## src/rtl/uart_pkg.sv

```systemverilog
// Shared UART constants and the baud divisor helper.
// The optional fractional divisor is enabled by defining BAUD_FRAC_EN.
package uart_pkg;

  localparam int unsigned UART_OVS_DEFAULT = 16;
  localparam int unsigned UART_DIV_W       = 11;
  localparam int unsigned UART_FRAC_W      = 4;
  // 100 MHz clock, 9600 baud, 16x oversampling
  localparam int unsigned UART_DIV_RST     = 650;

  // Integer divisor for a given clock and baud rate: round-to-nearest, minus one,
  // because the sample period is div_int+1 clock cycles.
  function automatic int unsigned baud_div(input longint unsigned clk_hz,
                                           input longint unsigned baud,
                                           input longint unsigned ovs);
    longint unsigned den;
    longint unsigned quo;
    den = baud * ovs;
    quo = (clk_hz + den / 2) / den;
    return int'(unsigned'(quo[31:0])) - 1;
  endfunction

endpackage

```

## src/rtl/mod_counter.sv

```systemverilog
// Fixed-modulus up-counter with synchronous clear and a wrap flag.
// wrap is high while the count sits at MOD-1; the next enabled edge returns it to zero.
module mod_counter #(
  parameter int unsigned W   = 4,
  parameter int unsigned MOD = 16
) (
  input  logic         clk,
  input  logic         reset,
  input  logic         en,
  input  logic         clr,
  output logic [W-1:0] value,
  output logic         wrap
);

  logic [W-1:0] value_q;
  logic [W-1:0] value_d;

  assign wrap  = (value_q == W'(MOD - 1));
  assign value = value_q;

  // Next count: clear wins, otherwise advance and wrap at MOD-1.
  always_comb begin
    value_d = value_q;
    if (clr) begin
      value_d = '0;
    end else if (en) begin
      value_d = wrap ? '0 : value_q + 1'b1;
    end
  end

  // Count register.
  always_ff @(posedge clk or posedge reset) begin
    if (reset) begin
      value_q <= '0;
    end else begin
      value_q <= value_d;
    end
  end

endmodule

```

## src/rtl/baud_tick_gen.sv

```systemverilog
// Programmable UART baud tick generator.
// A runtime divisor sets the oversampling period; a mod-OVS counter turns sample ticks into
// bit-centre (mid_tick) and bit-end (bit_tick) strobes. Divisor updates go through a shadow
// register and take effect only at a period boundary or on restart.
// Define BAUD_FRAC_EN to add a fractional divisor via a phase accumulator.
module baud_tick_gen
  import uart_pkg::*;
#(
  parameter int unsigned DIV_W   = UART_DIV_W,
  parameter int unsigned FRAC_W  = UART_FRAC_W,
  parameter int unsigned OVS     = UART_OVS_DEFAULT,
  parameter int unsigned DIV_RST = UART_DIV_RST
) (
  input  logic              clk,
  input  logic              reset,
  input  logic              en,
  input  logic              restart,
  input  logic [DIV_W-1:0]  div_int,
  input  logic [FRAC_W-1:0] div_frac,
  input  logic              div_load,
  output logic              sample_tick,
  output logic              mid_tick,
  output logic              bit_tick
);

  localparam int unsigned OVS_W = $clog2(OVS);

`ifdef BAUD_FRAC_EN
  // One extra bit so a lengthened period at the largest divisor is still reachable.
  localparam int unsigned CNT_W = DIV_W + 1;
`else
  localparam int unsigned CNT_W = DIV_W;
`endif

  logic [CNT_W-1:0] cnt_q, cnt_d;
  logic [DIV_W-1:0] div_q, div_d;
  logic [DIV_W-1:0] div_sh_q, div_sh_d;
  logic             pend_q, pend_d;
  logic [CNT_W-1:0] lim;
  logic             tick;
  logic [OVS_W-1:0] ovs_cnt;
  logic             ovs_wrap;

`ifdef BAUD_FRAC_EN
  logic [FRAC_W-1:0] frac_q, frac_d;
  logic [FRAC_W-1:0] frac_sh_q, frac_sh_d;
  logic [FRAC_W-1:0] acc_q, acc_d;
  logic              long_q, long_d;
  logic [FRAC_W:0]   acc_sum;

  assign acc_sum = {1'b0, acc_q} + {1'b0, frac_q};
  assign lim     = {1'b0, div_q} + {{DIV_W{1'b0}}, long_q};
`else
  logic unused_div_frac;

  assign unused_div_frac = ^div_frac;
  assign lim             = div_q;
`endif

  // Strobes decode registered state; reset forces them low without waiting for a clock.
  assign tick        = en & ~restart & ~reset & (cnt_q == lim);
  assign sample_tick = tick;
  assign mid_tick    = tick & (ovs_cnt == OVS_W'(OVS / 2 - 1));
  assign bit_tick    = tick & ovs_wrap;

  mod_counter #(
    .W   (OVS_W),
    .MOD (OVS)
  ) u_ovs_cnt (
    .clk   (clk),
    .reset (reset),
    .en    (tick),
    .clr   (restart),
    .value (ovs_cnt),
    .wrap  (ovs_wrap)
  );

  // Next state for the period counter, active/shadow divisor and fractional accumulator.
  always_comb begin
    cnt_d    = cnt_q;
    div_d    = div_q;
    div_sh_d = div_sh_q;
    pend_d   = pend_q;
`ifdef BAUD_FRAC_EN
    frac_d    = frac_q;
    frac_sh_d = frac_sh_q;
    acc_d     = acc_q;
    long_d    = long_q;
`endif
    if (restart) begin
      cnt_d = '0;
`ifdef BAUD_FRAC_EN
      acc_d  = '0;
      long_d = 1'b0;
`endif
      if (div_load) begin
        // A divisor loaded together with restart governs the very first period.
        div_d    = div_int;
        div_sh_d = div_int;
        pend_d   = 1'b0;
`ifdef BAUD_FRAC_EN
        frac_d    = div_frac;
        frac_sh_d = div_frac;
`endif
      end else if (pend_q) begin
        div_d  = div_sh_q;
        pend_d = 1'b0;
`ifdef BAUD_FRAC_EN
        frac_d = frac_sh_q;
`endif
      end
    end else begin
      if (tick) begin
        cnt_d = '0;
`ifdef BAUD_FRAC_EN
        // The carry uses the fraction of the period just ending.
        acc_d  = acc_sum[FRAC_W-1:0];
        long_d = acc_sum[FRAC_W];
`endif
        if (pend_q) begin
          div_d  = div_sh_q;
          pend_d = 1'b0;
`ifdef BAUD_FRAC_EN
          frac_d = frac_sh_q;
`endif
        end
      end else if (en) begin
        cnt_d = cnt_q + 1'b1;
      end
      // Shadow capture works even while disabled; a load on a wrap pends to the next wrap.
      if (div_load) begin
        div_sh_d = div_int;
        pend_d   = 1'b1;
`ifdef BAUD_FRAC_EN
        frac_sh_d = div_frac;
`endif
      end
    end
  end

  // State registers.
  always_ff @(posedge clk or posedge reset) begin
    if (reset) begin
      cnt_q    <= '0;
      div_q    <= DIV_W'(DIV_RST);
      div_sh_q <= DIV_W'(DIV_RST);
      pend_q   <= 1'b0;
`ifdef BAUD_FRAC_EN
      frac_q    <= '0;
      frac_sh_q <= '0;
      acc_q     <= '0;
      long_q    <= 1'b0;
`endif
    end else begin
      cnt_q    <= cnt_d;
      div_q    <= div_d;
      div_sh_q <= div_sh_d;
      pend_q   <= pend_d;
`ifdef BAUD_FRAC_EN
      frac_q    <= frac_d;
      frac_sh_q <= frac_sh_d;
      acc_q     <= acc_d;
      long_q    <= long_d;
`endif
    end
  end

endmodule

```

## config.mk

```make
export PLATFORM = sky130hd
export DESIGN_NAME = baud_tick_gen
export DESIGN_NICKNAME = d
export VERILOG_FILES = /design/src/rtl/uart_pkg.sv /design/src/rtl/mod_counter.sv /design/src/rtl/baud_tick_gen.sv
export SDC_FILE = /design/constraint.sdc
export NUM_CORES = 1
export LEC_CHECK = 0
export BUFFER_PORTS_ARGS = -buffer_cell sky130_fd_sc_hd__buf_2
export CAP_MARGIN = 10
export CELL_PAD_IN_SITES_DETAIL_PLACEMENT = 1
export CELL_PAD_IN_SITES_GLOBAL_PLACEMENT = 1
export CORE_MARGIN = 10
export CORE_UTILIZATION = 25
export CTS_CLUSTER_DIAMETER = 80
export DETAILED_ROUTE_END_ITERATION = 8
export PLACE_DENSITY = 0.59
export SETUP_SLACK_MARGIN = 0.3
export SLEW_MARGIN = 20
export SYNTH_ARGS = -nofsm -noshare
export SYNTH_HDL_FRONTEND = slang
export SYNTH_SLANG_ARGS = --single-unit
```

## constraint.sdc

```tcl
create_clock -name clk -period 1.7 [get_ports clk]
set_clock_uncertainty 0.1 [all_clocks]
set_input_delay 0.34 -clock clk [delete_from_list [all_inputs] [get_ports clk]]
set_output_delay 0.34 -clock clk [all_outputs]
set_load 0.02 [all_outputs]
```

# After elaboration in Yosys (flattened, before gate mapping)
# Cells that the tools add are included.
# W data, S select, Z words.
[word_totals]
inputBits = 20
ff_bits = 38
output_inout_bits = 3
[classes]
n_reduce_logical = 3
eq_ne = 3
mux = 13
add_sub_neg = 2
bitwise_logic = 7
[ops]
columns = ["op", "count"]
rows = [
  ["$mux W11", 7],
  ["$mux W4", 3],
  ["$add A11 B1 Y11 const B", 1],
  ["$eq A11 B11 Y1", 1],
  ["$reduce_bool A3 Y1", 2],
  ["$and A1 B1 Y1", 5],
  ["$add A4 B1 Y4 const B", 1],
  ["$eq A4 B3 Y1 const B", 1],
  ["$eq A4 B4 Y1 const B", 1],
  ["$mux W1", 3],
  ["$not A1 Y1", 2],
  ["$reduce_bool A2 Y1", 1],
]

# Logic depth before layout (Yosys ltp)
# Gate-level depths: netlist of run 1.
[logic_depth]
depth_word = 7
depth_mapped = 7
mapped_depth_nobuf = 6

# Hierarchy
# From an unflattened synthesis of run 1, not the netlist that was laid out.
[hier_totals]
hier_cells = 184
area_unflattened_um2 = 2044.5
[modules_own_cells]
columns = ["mod", "seq_area_each_um2", "n_inst", "area_per_inst_um2", "cells_per_inst"]
rows = [
  ["baud_tick_gen", 860.8, 1, 1834.3, 163],
  ["mod_counter", 100.1, 1, 210.2, 21],
]

# Worst setup path before layout of run 1
# OpenSTA, ideal clock, no wires.
[synth_timing]
path_kind = "reg2out"
from = "register cnt_q[2]"
to = "output mid_tick"
slack_ps = -589
path_buffers = 1
stages_incl_launch_ff = 8
arrival_ps = 1849
cell_sequence = "dfrtp_1 -> buf_2 -> xor2_1 -> nor4_4 -> nand3_2 -> inv_2 -> nand2_1 -> nor3_1"
[synth_between]
elab_chain_len = 3
[synth_lines]
columns = ["item", "line", "rtl"]
rows = [
  ["start, declared", "baud_tick_gen.sv:35", "logic [CNT_W-1:0] cnt_q, cnt_d;"],
  ["start signal, assigned", "baud_tick_gen.sv:155", "cnt_q <= cnt_d;"],
  ["$eq A11 B11 Y1", "baud_tick_gen.sv:61", "assign tick = en & ~restart & ~reset & (cnt_q == lim);"],
  ["$and A1 B1 Y1", "baud_tick_gen.sv:61", ""],
  ["net sample_tick", "baud_tick_gen.sv:21", "output logic sample_tick,"],
  ["$and A1 B1 Y1", "baud_tick_gen.sv:63", "assign mid_tick = tick & (ovs_cnt == OVS_W'(OVS / 2 - 1));"],
  ["end, declared", "baud_tick_gen.sv:22", "output logic mid_tick,"],
]
# The timed path passes the listed nets, and every way through them passes these cells.

# Final worst setup path of run 1
[layout_timing]
from = "register div_q[8]"
to = "output mid_tick"
[layout_between]
elab_chain_len = 3
[layout_lines]
columns = ["item", "line", "rtl"]
rows = [
  ["start, declared", "baud_tick_gen.sv:36", "logic [DIV_W-1:0] div_q, div_d;"],
  ["start signal, assigned", "baud_tick_gen.sv:145", "div_q <= DIV_W'(DIV_RST);"],
  ["start signal, assigned", "baud_tick_gen.sv:156", "div_q <= div_d;"],
  ["$eq A11 B11 Y1", "baud_tick_gen.sv:61", ""],
  ["$and A1 B1 Y1", "baud_tick_gen.sv:61", ""],
  ["$and A1 B1 Y1", "baud_tick_gen.sv:63", ""],
]
# No other way between the ends.

==> results of run 1 <==
-- power groups by stage --
stage / combinational (mW) / clock [mW] / sequential [mW]
5_1_grt: 0.466 / 1.04 / 1.05
4_1_cts: 0.422 / 1.01 / 1.04
2_1_floorplan: 0.225 / 0 / 1.05
3_5_place_dp: 0.370 / 0 / 1.06
6_report: 0.423 / 0.963 / 1.04
3_3_place_gp: 0.362 / 0 / 1.06
-- worst max-delay path by stage --
stage	startpoint	to	slack (ns)	depth (start not counted)
after CTS	div_q[9]	mid_tick	-0.64	7
final	div_q[8]	mid_tick	-0.64	7
after floorplan	div_q[1]	mid_tick	-0.32	6
after detailed placement	restart	mid_tick	-0.46	8
after global routing	div_q[1]	mid_tick	-0.77	7
after global placement	restart	mid_tick	-0.42	8
-- sequential cells by signal, summed over array words and instances, names as in the netlist --
signal,cells
cnt_q,11
div_q,11
pend_q,1
div_sh_q,11
u_ovs_cnt.value,4
-- through the flow --
stage	worst slack (ns)	hold slack (ns)	utilization, %
floorplan	-0.323	0.371	-
global placement	-0.421	0.332	31.9
detailed placement	-0.459	0.323	31.9
CTS	-0.640	0.168	36.1
global route	-0.773	0.173	36.8
finish	-0.640	0.181	36.8
-- what timing repair did --
item	4_1_cts	5_1_grt
cloned	3	0
setup endpoints to repair	30	30
hold buffers	1	0
gates resized for setup	13	5
pin swaps	4	4
setup buffers	3	4
endpoints found under the hold margin	4	0
-- worst register-to-register path: stages, from the launching register on --
cell and delay, ns:
sky130_fd_sc_hd__dfrtp_1 0.42, sky130_fd_sc_hd__xor2_1 0.20, sky130_fd_sc_hd__nor4_4 0.35, sky130_fd_sc_hd__nand3_2 0.17, sky130_fd_sc_hd__buf_4 0.18, sky130_fd_sc_hd__buf_4 0.12
sky130_fd_sc_hd__buf_4 0.12, sky130_fd_sc_hd__buf_6 0.12, sky130_fd_sc_hd__nand2_4 0.09, sky130_fd_sc_hd__bufbuf_16 0.28, sky130_fd_sc_hd__nor2_1 0.05
-- cell families after synthesis --
logic type | share of synthesized area, %
adder cells (fa/ha/maj) | 1.25
AO/OA/AOI/OAI | 14.8
flip-flops | 48.0
XOR/XNOR | 8.75
buffers and inverters | 4.00
AND/OR/NAND/NOR | 17.0
multiplexers | 6.19
-- placed cells by master (no fill, tap or decap), types with 2 or more instances in the layout --
cell / n
sky130_fd_sc_hd__xor2_1: 18
sky130_fd_sc_hd__nor2_1: 12
sky130_fd_sc_hd__nand3b_1: 12
sky130_fd_sc_hd__bufbuf_16: 2
sky130_fd_sc_hd__nand3_2: 2
sky130_fd_sc_hd__nand4_1: 4
sky130_fd_sc_hd__buf_2: 15
sky130_fd_sc_hd__nand2_4: 2
sky130_fd_sc_hd__dfstp_2: 8
sky130_fd_sc_hd__buf_12: 3
sky130_fd_sc_hd__buf_6: 4
sky130_fd_sc_hd__a2bb2oi_2: 10
sky130_fd_sc_hd__dfrtp_1: 30
sky130_fd_sc_hd__a21oi_1: 6
sky130_fd_sc_hd__mux2_2: 11
sky130_fd_sc_hd__nand3_1: 6
sky130_fd_sc_hd__nand2b_1: 2
sky130_fd_sc_hd__bufinv_16: 2
sky130_fd_sc_hd__inv_1: 5
sky130_fd_sc_hd__and3_1: 4
sky130_fd_sc_hd__clkbuf_8: 6
sky130_fd_sc_hd__nor4_4: 2
sky130_fd_sc_hd__ha_1: 2
sky130_fd_sc_hd__buf_4: 36
sky130_fd_sc_hd__o21ai_0: 11
sky130_fd_sc_hd__nand2_1: 8
-- metal layers --
layer	up-vias	GRT usage, %
met2	17	14.9
met3	6	2.22
met5	-	0
met1	763	12.4
li1	746	-
met4	0	2.51
-- final cells by class --
cell class | instances | area, um2
Timing Repair Buffer | 62 | 553
Clock inverter | 2 | 60.1
Sequential cell | 38 | 961
Inverter | 6 | 25.0
Fill cell | 882 | 4910
Tap cell | 102 | 128
Multi-Input combinational cell | 124 | 1050
Clock buffer | 6 | 82.6
==> metrics, run 1 <==
overall via count from detail_route=1,532; final critical-path required period=2.34 ns; # clock sinks=38; CTS H-tree lvls=2; cell with the largest stage delay on the worst path=sky130_fd_sc_hd__dfrtp_1; post-detailed-placement half-perimeter wirelength=3520 um; global-route usage over all layers=9.35%; Cell Chain, Critical Path=xor2_1 -> nor4_4 -> nand3_2 -> inv_4 -> nand2_4 -> nor3_4 -> buf_6; synth warn=0; count of buffering cells on the critical path with inverters included=2; maximum clock insertion buffer count=2; Worst setup SP type=flip-flop; unrepaired setup endpoints after global routing=yes; fraction of synthesis flops using an asynchronous set or reset pin=100%; sequential cell area fraction in the yosys report=48.0%; portion of synthesized cell area occupied by the leading cell type=37.5%; weighted congestion at the end of routability-driven global placement=0.726; switching part of the total power=23.3%; top layer reached by signal wires=met4; master cell of the clock root buffer=sky130_fd_sc_hd__clkbuf_8; standby leakage power=1.25 nW; run status=complete, but fails checks; global-route wire length before repair=8780 um; net count reported at finish=259; number of detailed-routing iterations run before antenna repair=4; hold crit path type=in2reg; WL met1=2460 um; initial standard-cell utilization of the core=25.8%; highest attainable clock frequency=427 MHz; transition at the pin with the smallest max-transition slack=0.278 ns; biggest area contributors in the synthesized netlist=sky130_fd_sc_hd__dfrtp_1, sky130_fd_sc_hd__dfstp_2, sky130_fd_sc_hd__xor2_1; share of the cycle needed by the critical path after routing=138%; placed cell areas=2480 um2; Final Hold Vio Count=0; number of synthesized register bits=38; TritonCTS clock tree=yes; maximum ir drop on the vdd rail=0.366 mV; destination of the worst register-to-register timing path=cnt_q[6]; logic gate share of total power=17.4%; slack of the critical path=-0.640 ns; library cell with the largest summed area after synthesis=sky130_fd_sc_hd__dfrtp_1; switching power of the nets=0.567 mW; overall die area=12,000 um2; clock latency of the later-clocked register in the worst-skew pair=0.30 ns; summed area of non-filler cells in the final layout=2860 um2; Synth Net Count=201; synthesized instance count=179; ANT cells=0; area delta synth->final=42.9%; max-capacitance violation count=0; leftover overflow at the end of global routing=0; largest net degree at the start of global routing=39; Horiz. Die Dim=109 um; number of top-level pins=23; dominant synthesized flop cell=sky130_fd_sc_hd__dfrtp_1; r2r startpoint=div_q[8]; DRC violations left=0; worst hold path stage count=2; Setup CP Type=reg2out; vias in the first global route=1,661; biggest fanout along the worst timing path=3; Worst-path clk slew=0.08 ns; antenna violations before repair=0; cell family with most CP delay=simple AND/OR/NAND/NOR gates; length of routed met2 wiring=2540 um; Worst Hold End=div_sh_q[9]; sequential power share=43.0%; Routed Antenna Nets=0; crit path DAT=1.90 ns; Post-synth EDFFs=0; portion of total power attributed to the clock network=39.6%; Die Y=109 um; top post-synthesis cells by count=sky130_fd_sc_hd__dfrtp_1, sky130_fd_sc_hd__xor2_1, sky130_fd_sc_hd__nand3b_1, sky130_fd_sc_hd__nor2_1; headroom to the max-slew limit=81.3%; power density relative to cell area=849 nW/um2; internal power contribution=1.86 mW; overall power=2.43 mW; non-filler cells, final=340; Required @ worst endpoint=1.26 ns; fraction of layout instances using a drive strength above 1=47.5%; failing checks=setup timing; final number of setup-violating endpoints=30; met3 wire length=145 um; violation count after the first detailed-route iteration=31; Setup Total Neg Slack=-14.67 ns; worst hold start=div_int[9]; total wirelength of the detailed-routed design=5200 um; cell area after synthesis=2000 um2; via density per instance=4.51; library cell with the highest instance count after synthesis=sky130_fd_sc_hd__dfrtp_1; number of pins exceeding their max-slew limit in the final report=0; CTS Buf Count=5; area of the placeable core=7770 um2; number of distinct library cells after synthesis=35; Setup crit end kind=output pin; stage delay of the slowest cell on the critical path=0.42 ns; slack of the worst reg-to-reg path=-0.61 ns; std cell rows=32; Port Buf Inserts=18; cell count after placement=321; Mapped Avg Cell Area=11.2 um2; length in cells of the worst reg-to-reg path=10; WL/cell=15.3 um
Power figures use the tool's default switching activity.
==> run 2, diff against run 1 <==
--- a/config.mk
+++ b/config.mk
@@ -15,7 +15,9 @@
 export DETAILED_ROUTE_END_ITERATION = 8
 export PLACE_DENSITY = 0.59
 export SETUP_SLACK_MARGIN = 0.3
+export SKIP_LAST_GASP = 1
 export SLEW_MARGIN = 20
 export SYNTH_ARGS = -nofsm -noshare
 export SYNTH_HDL_FRONTEND = slang
+export SYNTH_HIERARCHICAL = 1
 export SYNTH_SLANG_ARGS = --single-unit
==> metrics, run 2 <==
DRC violations left=0; destination of the worst register-to-register timing path=div_q[0]; weighted congestion at the end of routability-driven global placement=0.794; final standard cell utilization of the core=37.5%; Worst setup SP type=flip-flop; cell area after synthesis=2040 um2; number of synthesized register bits=38; slack of the critical path=-0.502 ns; transition at the pin with the smallest max-transition slack=0.471 ns; master cell of the clock root buffer=sky130_fd_sc_hd__clkbuf_8; synth warn=6; internal power contribution=2.02 mW; global-route usage over all layers=8.34%; Setup CP Type=reg2out; logic gate share of total power=22.8%; biggest regs=cnt_q: 11 flops, div_q: 11 flops, div_sh_q: 11 flops; number of distinct library cells after synthesis=41; top post-synthesis cells by count=sky130_fd_sc_hd__dfrtp_1, sky130_fd_sc_hd__nand2_1, sky130_fd_sc_hd__xnor2_1; cell type with the highest occurrence count on the critical path=sky130_fd_sc_hd__buf_6; # clock sinks=38; cell family with most CP delay=flip-flops; area delta synth->final=44.0%; switching part of the total power=25.1%; summed area of non-filler cells in the final layout=2940 um2; crit path from=div_q[7]; cell with the largest stage delay on the worst path=sky130_fd_sc_hd__dfstp_2; max-capacitance violation count=0; dominant synthesized flop cell=sky130_fd_sc_hd__dfrtp_1; run status=complete, but fails checks; Setup crit end=bit_tick; slack of the worst reg-to-reg path=-0.39 ns; Post-synth EDFFs=0; Worst-path clk slew=0.09 ns; Synth Net Count=206; portion of synthesized cell area occupied by the leading cell type=36.7%; count of buffering cells on the critical path with inverters included=2; biggest fanout along the worst timing path=3; violation count after the first detailed-route iteration=68; biggest area contributors in the synthesized netlist=sky130_fd_sc_hd__dfrtp_1, sky130_fd_sc_hd__dfstp_2, sky130_fd_sc_hd__xnor2_1; critical path depth in cells=6; highest-count cells in the layout ignoring fill and taps=sky130_fd_sc_hd__buf_4, sky130_fd_sc_hd__dfrtp_1, sky130_fd_sc_hd__nand2_1; number of detailed-routing iterations run before antenna repair=3; library cell with the highest instance count after synthesis=sky130_fd_sc_hd__dfrtp_1; standby leakage power=1.32 nW; WL/cell=14.7 um; switching power of the nets=0.676 mW; portion of total power attributed to the clock network=36.5%; filler cell count in the final layout=900; number of top-level pins=23; Mapped Avg Cell Area=11.1 um2; worst slack, placed=-0.304 ns; CTS Buf Count=5; sequential cell area fraction in the yosys report=47.0%; largest net degree at the start of global routing=35; vias in the first global route=1,750; Cell Chain, Critical Path=xnor2_2 -> nand4_1 -> buf_6 -> nor3_4 -> and2_4 -> buf_6; maximum clock insertion buffer count=2; area of the placeable core=7850 um2; CTS H-tree lvls=2; Horiz. Die Dim=110 um; Routed Antenna Nets=0; maximum ir drop on the vdd rail=0.362 mV; Final Hold Vio Count=0; Setup crit end kind=output pin; length in cells of the worst reg-to-reg path=7; stage delay of the slowest cell on the critical path=0.56 ns; Die Y=110 um; highest attainable clock frequency=454 MHz; ANT cells=0; placed cell areas=2590 um2; std cell rows=32; library cell with the largest summed area after synthesis=sky130_fd_sc_hd__dfrtp_1; Port Buf Inserts=18; post-detailed-placement half-perimeter wirelength=3510 um; synthesized instance count=184; overall die area=12,200 um2; number of pins exceeding their max-slew limit in the final report=0; fraction of synthesis flops using an asynchronous set or reset pin=100%; most frequent standard cell in the layout excluding fill and tap cells=sky130_fd_sc_hd__buf_4; sequential power share=40.7%; initial standard-cell utilization of the core=26.1%; total wirelength of the detailed-routed design=5170 um; antenna violations before repair=0; unrepaired setup endpoints after global routing=yes; share of the cycle needed by the critical path after routing=130%; worst hold path stage count=2; overall via count from detail_route=1,571; TritonCTS clock tree=yes; cell count after placement=335; crit path DAT=1.76 ns; non-filler cells, final=351; clock latency of the later-clocked register in the worst-skew pair=0.30 ns; failing checks=setup timing; leftover overflow at the end of global routing=0; r2r startpoint=div_q[7]; fraction of layout instances using a drive strength above 1=47.8%; power density relative to cell area=916 nW/um2; final number of setup-violating endpoints=30; global-route wire length before repair=8600 um; final hold slack=0.179 ns; Required @ worst endpoint=1.26 ns; headroom to the max-slew limit=68.6%; hold crit path type=in2reg; via density per instance=4.48; net count reported at finish=270; final critical-path required period=2.20 ns
==> run 2: cell types whose count changed in the layout (fill, tap and decap cells not counted), sizes merged, moves of 4 or more <==
| cell | delta |
|---|---|
| a21oi | -4 |
| a2bb2oi | -10 |
| buf | +6 |
| mux2 | +11 |
| mux2i | +12 |
| nand2 | +9 |
| nand3 | -8 |
| nand3b | -12 |
| nor3b | +4 |
| xnor2 | +14 |
| xor2 | -14 |
==> run 2: worst min-delay path by stage <==
stage / from / end / slack [ns]
final: div_int[8] / div_sh_q[8] / 0.18
after global routing: div_int[3] / div_sh_q[3] / 0.17
after CTS: div_int[8] / div_sh_q[8] / 0.17
after detailed placement: reset / u_ovs_cnt/value[0] / 0.29
after global placement: reset / u_ovs_cnt/value[0] / 0.28
after floorplan: reset / u_ovs_cnt/value[0] / 0.006
==> run 2: what timing repair did <==
action                     4_1_cts  5_1_grt
setup endpoints to repair       30       30
buffers inserted                 4        2
gates cloned                     1        0
pin swaps                       10        2
gates resized for setup         22        5
hold buffers                     1        0
hold endpoints to repair         4        0
==> run 2: power groups by stage <==
stage	registers (mW)	logic [mW]	clock network, mW
2_1_floorplan	1.10	0.326	0
3_3_place_gp	1.11	0.538	0
3_5_place_dp	1.11	0.551	0
4_1_cts	1.10	0.615	1.01
5_1_grt	1.11	0.674	1.06
6_report	1.10	0.616	0.985
==> run 2: kinds of logic (layout without fill, tap and decap cells) <==
family	after synthesis	count (layout)	synth area share, %
XOR/XNOR	20	20	8.57
multiplexers	34	34	18.0
AND/OR/NAND/NOR	54	54	13.8
flip-flops	38	38	47.0
adder cells (fa/ha/maj)	2	2	1.22
AO/OA/AOI/OAI	23	23	7.77
buffers and inverters	13	78	3.61
==> run 2: final cells by class <==
class                           count  area [um2]  share of cell area (%)
Sequential cell                    38         961                    32.6
Tap cell                          102         128                    4.33
Clock buffer                        6        82.6                    2.80
Multi-Input combinational cell    133        1140                    38.7
Timing Repair Buffer               66         559                    19.0
Inverter                            4        15.0                   0.510
Clock inverter                      2        60.1                    2.04
==> run 2: metrics by stage <==
stage               TNS, ns  power, mW
floorplan             -3.86       1.43
global placement      -6.18       1.65
detailed placement    -6.45       1.66
CTS                   -8.45       2.73
global route         -12.31       2.84
finish                -9.44       2.70
==> run 2: layer usage <==
layer | vias up | wire [um] | global-route usage, %
met5 | - | 0 | 0
met4 | 0 | 55 | 2.59
met3 | 8 | 125 | 2.16
met2 | 17 | 2490 | 13.3
met1 | 775 | 2500 | 10.7
li1 | 771 | - | -
